`config.mk`:
```
export PLATFORM = sky130hd
export DESIGN_NAME = exc_seq
export DESIGN_NICKNAME = d
export VERILOG_FILES = /design/src/rtl/exc_seq.sv
export SDC_FILE = /design/constraint.sdc
export NUM_CORES = 1
export LEC_CHECK = 0
export ABC_AREA = 0
export ABC_CLOCK_PERIOD_IN_PS = 2600
export CELL_PAD_IN_SITES_DETAIL_PLACEMENT = 0
export CELL_PAD_IN_SITES_GLOBAL_PLACEMENT = 1
export CORE_ASPECT_RATIO = 1.5
export CORE_MARGIN = 3
export CORE_UTILIZATION = 27
export CTS_CLUSTER_DIAMETER = 80
export CTS_CLUSTER_SIZE = 24
export DETAILED_ROUTE_END_ITERATION = 8
export PLACE_DENSITY = 0.73
export SYNTH_ARGS = -nofsm -noshare
export SYNTH_HDL_FRONTEND = slang
export SYNTH_SLANG_ARGS = --single-unit
```
`constraint.sdc`:
```
create_clock -name cp0_clk -period 2.6 [get_ports cp0_clk]
set_input_delay 0.52 -clock cp0_clk [delete_from_list [all_inputs] [get_ports cp0_clk]]
set_output_delay 0.52 -clock cp0_clk [all_outputs]
set_load 0.01 [all_outputs]
```
`src/rtl/exc_seq.sv`:
```
// Exception sequencer between the MIPS decoder and CP0: trap/ERET detection, cause/EPC, strobes, PC redirect.
// Optional build macro STATUS_MASK_EN gates traps with STATUS[0] and per-class mask bits STATUS[3:1].
module exc_seq #(
  parameter logic [31:0] HANDLER_VEC = 32'h00400004
) (
  input  logic        cp0_clk,
  input  logic        cp0_rst,
  input  logic        ena,
  input  logic        inst_valid,
  input  logic        is_syscall,
  input  logic        is_break,
  input  logic        is_teq,
  input  logic        is_eret,
  input  logic        is_mtc0,
  input  logic        is_mfc0,
  input  logic        rs_eq_rt,
  input  logic [31:0] pc_in,
  input  logic [31:0] epc_in,
  input  logic [31:0] status_in,
  output logic [4:0]  cause_out,
  output logic [31:0] exc_pc,
  output logic        mtc0_out,
  output logic        mfc0_out,
  output logic        eret_out,
  output logic        stall,
  output logic        pc_redirect,
  output logic [31:0] redirect_target,
  output logic [15:0] exc_count
);

  localparam int unsigned CW = 5;
  localparam int unsigned AW = 32;
  localparam int unsigned NW = 16;

  localparam logic [CW-1:0] CAUSE_SYS = 5'b01000;
  localparam logic [CW-1:0] CAUSE_BRK = 5'b01001;
  localparam logic [CW-1:0] CAUSE_TEQ = 5'b01101;

  typedef enum logic [1:0] {IDLE, SAVE, JUMP, RET} state_t;

  state_t          state_q;
  logic [CW-1:0]   cause_q;
  logic [AW-1:0]   epc_q;
  logic            eret_q;
  logic            redirect_q;
  logic [AW-1:0]   target_q;
  logic            stall_q;
  logic [NW-1:0]   exc_count_q;

  logic            ok_sys_c, ok_brk_c, ok_teq_c;
  logic            take_sys_c, take_brk_c, take_teq_c;
  logic            trap_c, eret_go_c, idle_c;
  logic [CW-1:0]   cause_d;
  logic [AW-1:0]   epc_d;
  logic [NW-1:0]   count_inc_c;

`ifdef STATUS_MASK_EN
  logic            unused_status;
  assign unused_status = ^status_in[31:4];
`else
  logic            unused_status;
  assign unused_status = ^status_in;
`endif

  // Trap qualification, priority encoding and next latched values.
  always_comb begin
`ifdef STATUS_MASK_EN
    ok_sys_c = status_in[0] & status_in[1];
    ok_brk_c = status_in[0] & status_in[2];
    ok_teq_c = status_in[0] & status_in[3];
`else
    ok_sys_c = 1'b1;
    ok_brk_c = 1'b1;
    ok_teq_c = 1'b1;
`endif
    take_sys_c = is_syscall & ok_sys_c;
    take_brk_c = is_break & ok_brk_c;
    take_teq_c = is_teq & rs_eq_rt & ok_teq_c;
    trap_c     = inst_valid & ena & (take_sys_c | take_brk_c | take_teq_c);
    eret_go_c  = inst_valid & ena & is_eret & ~trap_c;
    idle_c     = (state_q == IDLE);
    cause_d    = '0;
    if (take_sys_c)      cause_d = CAUSE_SYS;
    else if (take_brk_c) cause_d = CAUSE_BRK;
    else if (take_teq_c) cause_d = CAUSE_TEQ;
    epc_d       = pc_in + AW'(4);
    count_inc_c = (exc_count_q == '1) ? exc_count_q : exc_count_q + NW'(1);
  end

  // Sequencer: outputs are registered alongside the state they belong to.
  always_ff @(posedge cp0_clk or posedge cp0_rst) begin
    if (cp0_rst) begin
      state_q     <= IDLE;
      cause_q     <= '0;
      epc_q       <= '0;
      eret_q      <= 1'b0;
      redirect_q  <= 1'b0;
      target_q    <= '0;
      stall_q     <= 1'b0;
      exc_count_q <= '0;
    end else if (ena) begin
      unique case (state_q)
        IDLE: begin
          if (trap_c) begin
            state_q <= SAVE;
            cause_q <= cause_d;
            epc_q   <= epc_d;
            stall_q <= 1'b1;
          end else if (eret_go_c) begin
            state_q    <= RET;
            eret_q     <= 1'b1;
            redirect_q <= 1'b1;
            target_q   <= epc_in;
            stall_q    <= 1'b1;
          end
        end
        SAVE: begin
          state_q     <= JUMP;
          cause_q     <= '0;
          epc_q       <= '0;
          redirect_q  <= 1'b1;
          target_q    <= HANDLER_VEC;
          exc_count_q <= count_inc_c;
        end
        JUMP: begin
          state_q    <= IDLE;
          redirect_q <= 1'b0;
          target_q   <= '0;
          stall_q    <= 1'b0;
        end
        RET: begin
          state_q    <= IDLE;
          eret_q     <= 1'b0;
          redirect_q <= 1'b0;
          target_q   <= '0;
          stall_q    <= 1'b0;
        end
        default: state_q <= IDLE;
      endcase
    end
  end

  // Strobes drop immediately while ena is low; stall and payloads hold.
  assign mtc0_out        = is_mtc0 & inst_valid & ena & idle_c & ~trap_c;
  assign mfc0_out        = is_mfc0 & inst_valid & ena & idle_c & ~trap_c;
  assign eret_out        = eret_q & ena;
  assign pc_redirect     = redirect_q & ena;
  assign cause_out       = cause_q;
  assign exc_pc          = epc_q;
  assign redirect_target = target_q;
  assign stall           = stall_q;
  assign exc_count       = exc_count_q;

endmodule

```
==> flow_summary_export.csv <==
group,metric,value,unit
outcome,outcome,"finished clean",
cts,numCtsBuffers,9,
pwr,total_power,0.004963,W
synthesis,yosys_warnings,0,
drt,drcViolationCount,0,
grt,grt_pass1_vias,3791,
die,die_h,158.7,um
setup_path,critPathMaxStageDelay,540,ps
timing,slew_viol_final,0,
timing,finalCriticalPeriod,2425,ps
timing,setup_viol,0,
final_layout,fin_cells,811,
die,rows,55,
synthesis,syn_inst,438,
timing,rsz0062_at_grt,"false",
grt,antenna_found_initial,0,
timing,timing.fmax,412.3,MHz
setup_path,crit_top_cell,"clkdlybuf4s50_1",
timing,finalHoldViolCount,0,
final_layout,area_growth,53.77,%
grt,grt_overflow,0,
timing,finClkSkew,10.59,ps
pwr,netSwitchingFraction,31.05,%
timing,worstMarginPinSlew,498.0,ps
pwr,p_per_area,769.3,nW/um^2
grt,grt_max_degree,64,
final_layout,drive_gt1_share,8.170,%
pwr,leakage,2.700,nW
cts,root_buffer,"clkbuf_16",
pwr,pwr-share-comb,35.1,%
setup_path,cp-start-kind,"input pin",
placed_design,port_buffers,162,
setup_path,path_cells,"clkdlybuf4s50_1 > buf_4 > and2_1 > clkdlybuf4s50_1",
setup_path,path_class,"in -> out",
pwr,p_seq_share,40.1,%
drt,drtIter0Drc,117,
pwr,p_int,0.003422,W
placed_design,place_area,6148,um^2
die,initial_core_util,27.71,%
die,coreArea,15140,um^2
synthesis,synth_edf_count,0,
timing,slew_headroom,66.73,%
drt,vias,3712,
cts,cts.sink_count,88,
placed_design,post-place-cells,795,
synthesis,avgSynthCellArea,9.578,um^2
synthesis,ys_seq_elements,88,
final_layout,final_nets,717,
setup_path,cp_max_fo,11,
die,dieArea,17100,um^2
cts,cts_max_path_buffers,2,
grt,grt_pass1_wl,19040,um
cts,htree_levels,3,
drt,routedWlPerCell,14.76,um
cts,cts_tree,"done",
die,fp.dieW,107.8,um
min_path,hold_class,"reg -> reg",
placed_design,gp_congestion,0.8203,
drt,vias_per_cell,4.577,
final_layout,stdcell_area,6451,um^2
drt,drtPass1Iterations,4,
pwr,switching_power,0.001541,W
setup_path,end_kind,"output port",
setup_path,slowest_stage,"clkdlybuf4s50_1",
pwr,clock_power_share,24.8,%
synthesis,async_reset_ff_share,100.0,%
synthesis,synth_cell_types,41,
synthesis,synth-main-ff-cell,"dfrtp_1",
setup_path,critPathRequiredTime,2080,ps
setup_path,cp.arrival,1910,ps
timing,fin_crit_sh,93.28,%
cts,clk_pin_slew,60,ps
synthesis,ys_seq_area_share,52.49,%
job,cap_viol_max_count,0,
final_layout,num_antenna_cells,0,
pwr,ir_drop,0.2976,mV
drt,ant_nets,0,
placed_design,dpl.hpwl,9177,um
synthesis,syn_area,4195,um^2
final_layout,post-route-util,42.61,%
drt,wl,11970,um
die,ios,197,
grt,gr-usage-all-layers,14.14,%
cts,clock_latency,340,ps
## cell usage after synthesis (7+ instances only)
master,n,share of area (%)
nand2_1,114,10
dfrtp_1,88,52
o21ai_0,54,6.4
xor2_1,24,5.0
nand3_1,18,2.1
xnor2_1,18,3.8
nand4_1,15,2.2
nor2_1,14,1.3
clkbuf_1,10,0.89
buf_2,7,0.83
inv_1,7,0.63
nor3_1,7,0.83
## per-stage QoR
step	TNS [ps]	hold WS [ps]	setup WS, ps
floorplan	0	439.3	899.6
global placement	-405.3	456.1	-206.2
detailed placement	-410.9	462.3	-206.1
CTS	0	477.2	160.9
global route	0	504.6	116.2
finish	0	470.0	174.6
## final cells by class
class                           count  area, um^2
Fill cell                        1519        8688
Sequential cell                    88        2202
Multi-Input combinational cell    324        1899
Timing Repair Buffer              178        1789
Clock buffer                       11       252.7
Tap cell                          199       249.0
Inverter                            7       30.03
Clock inverter                      4       28.78
## path summary, 6_finish.rpt
path / startpoint / endpoint / slack (ps) / depth (start not counted)
max in group asynchronous: cp0_rst / redirect_target[19]$_DFFE_PP0P_ / 1670 / 3
worst max register to register: state_q[1]$_DFFE_PP0P_ / exc_count[10]$_DFFE_PP0P_ / 790 / 5
worst max-delay path: ena / pc_redirect / 170 / 4
worst min-delay path: redirect_q$_DFFE_PP0P_ / redirect_q$_DFFE_PP0P_ / 470 / 2
min in group asynchronous: cp0_rst / cause_out[0]$_DFFE_PP0P_ / 610 / 3
worst min register to register: redirect_q$_DFFE_PP0P_ / redirect_q$_DFFE_PP0P_ / 470 / 2
## timing repair
item                                    4_1_cts  5_1_grt
endpoints found under the setup margin        2        0
hold buffers                                  0        0
gates resized for setup                       6        0
setup buffers                                 1        0
## cell usage in the layout, fill, tap and decap left out, types with 2 or more instances in the layout
cell               n
buf_12             4
nand2_1          114
xnor2_1           18
nor4_4             2
clkdlybuf4s50_1  160
a21oi_1            3
clkinvlp_4         3
nor3_1             7
mux2_2             2
nand4_4            4
conb_1             2
inv_1              6
dlygate4sd2_1      2
o21ai_0           54
buf_4             12
and2_1             5
nand4_1           15
dfrtp_1           88
clkbuf_16          9
a22o_1             6
nand3_1           18
nor3b_1            3
o31ai_1            4
nor2_1            12
ha_1               2
nor4_1             3
nor2_2             2
xor2_1            24
o21ai_1            5
and3_1             5
clkbuf_8           2
## power groups by stage
stage               Combinational, W  Sequential (W)  Clock, W
detailed placement           0.00178         0.00202         0
finish                       0.00174         0.00199   0.00123
floorplan                   0.000510         0.00216         0
global placement             0.00176         0.00200         0
global route                 0.00193         0.00204   0.00133
CTS                          0.00179         0.00200   0.00127
## worst max-delay path: cells and delay by family
| kind | cells | cell delay [ps] |
|---|---|---|
| buf+inv | 3 | 1240 |
| simple gates | 1 | 140 |
## routing by layer
metal	up-vias	track usage, %	wire, um
met5	-	0	0
met4	0	5.535	238
met3	15	3.732	838
met2	130	25.62	6165
met1	1734	15.68	4726
li1	1833	-	-
## logic make-up after synthesis
logic type	after synthesis	share of synthesized area [%]
fa+ha+maj	2	0.5964
buf+inv	27	2.982
flops	88	52.49
other cells	1	0.08939
xor+xnor	42	8.768
simple gates	198	23.86
compound gates	78	10.68
mux	2	0.5368
## flip-flops by register name, summed over array words and instances (netlist names)
signal / cells
state_q: 2
stall: 1
exc_count: 16
cause_out: 3
redirect_target: 32
redirect_q: 1
exc_pc: 32
eret_q: 1
(Power assumes the default switching activity.)
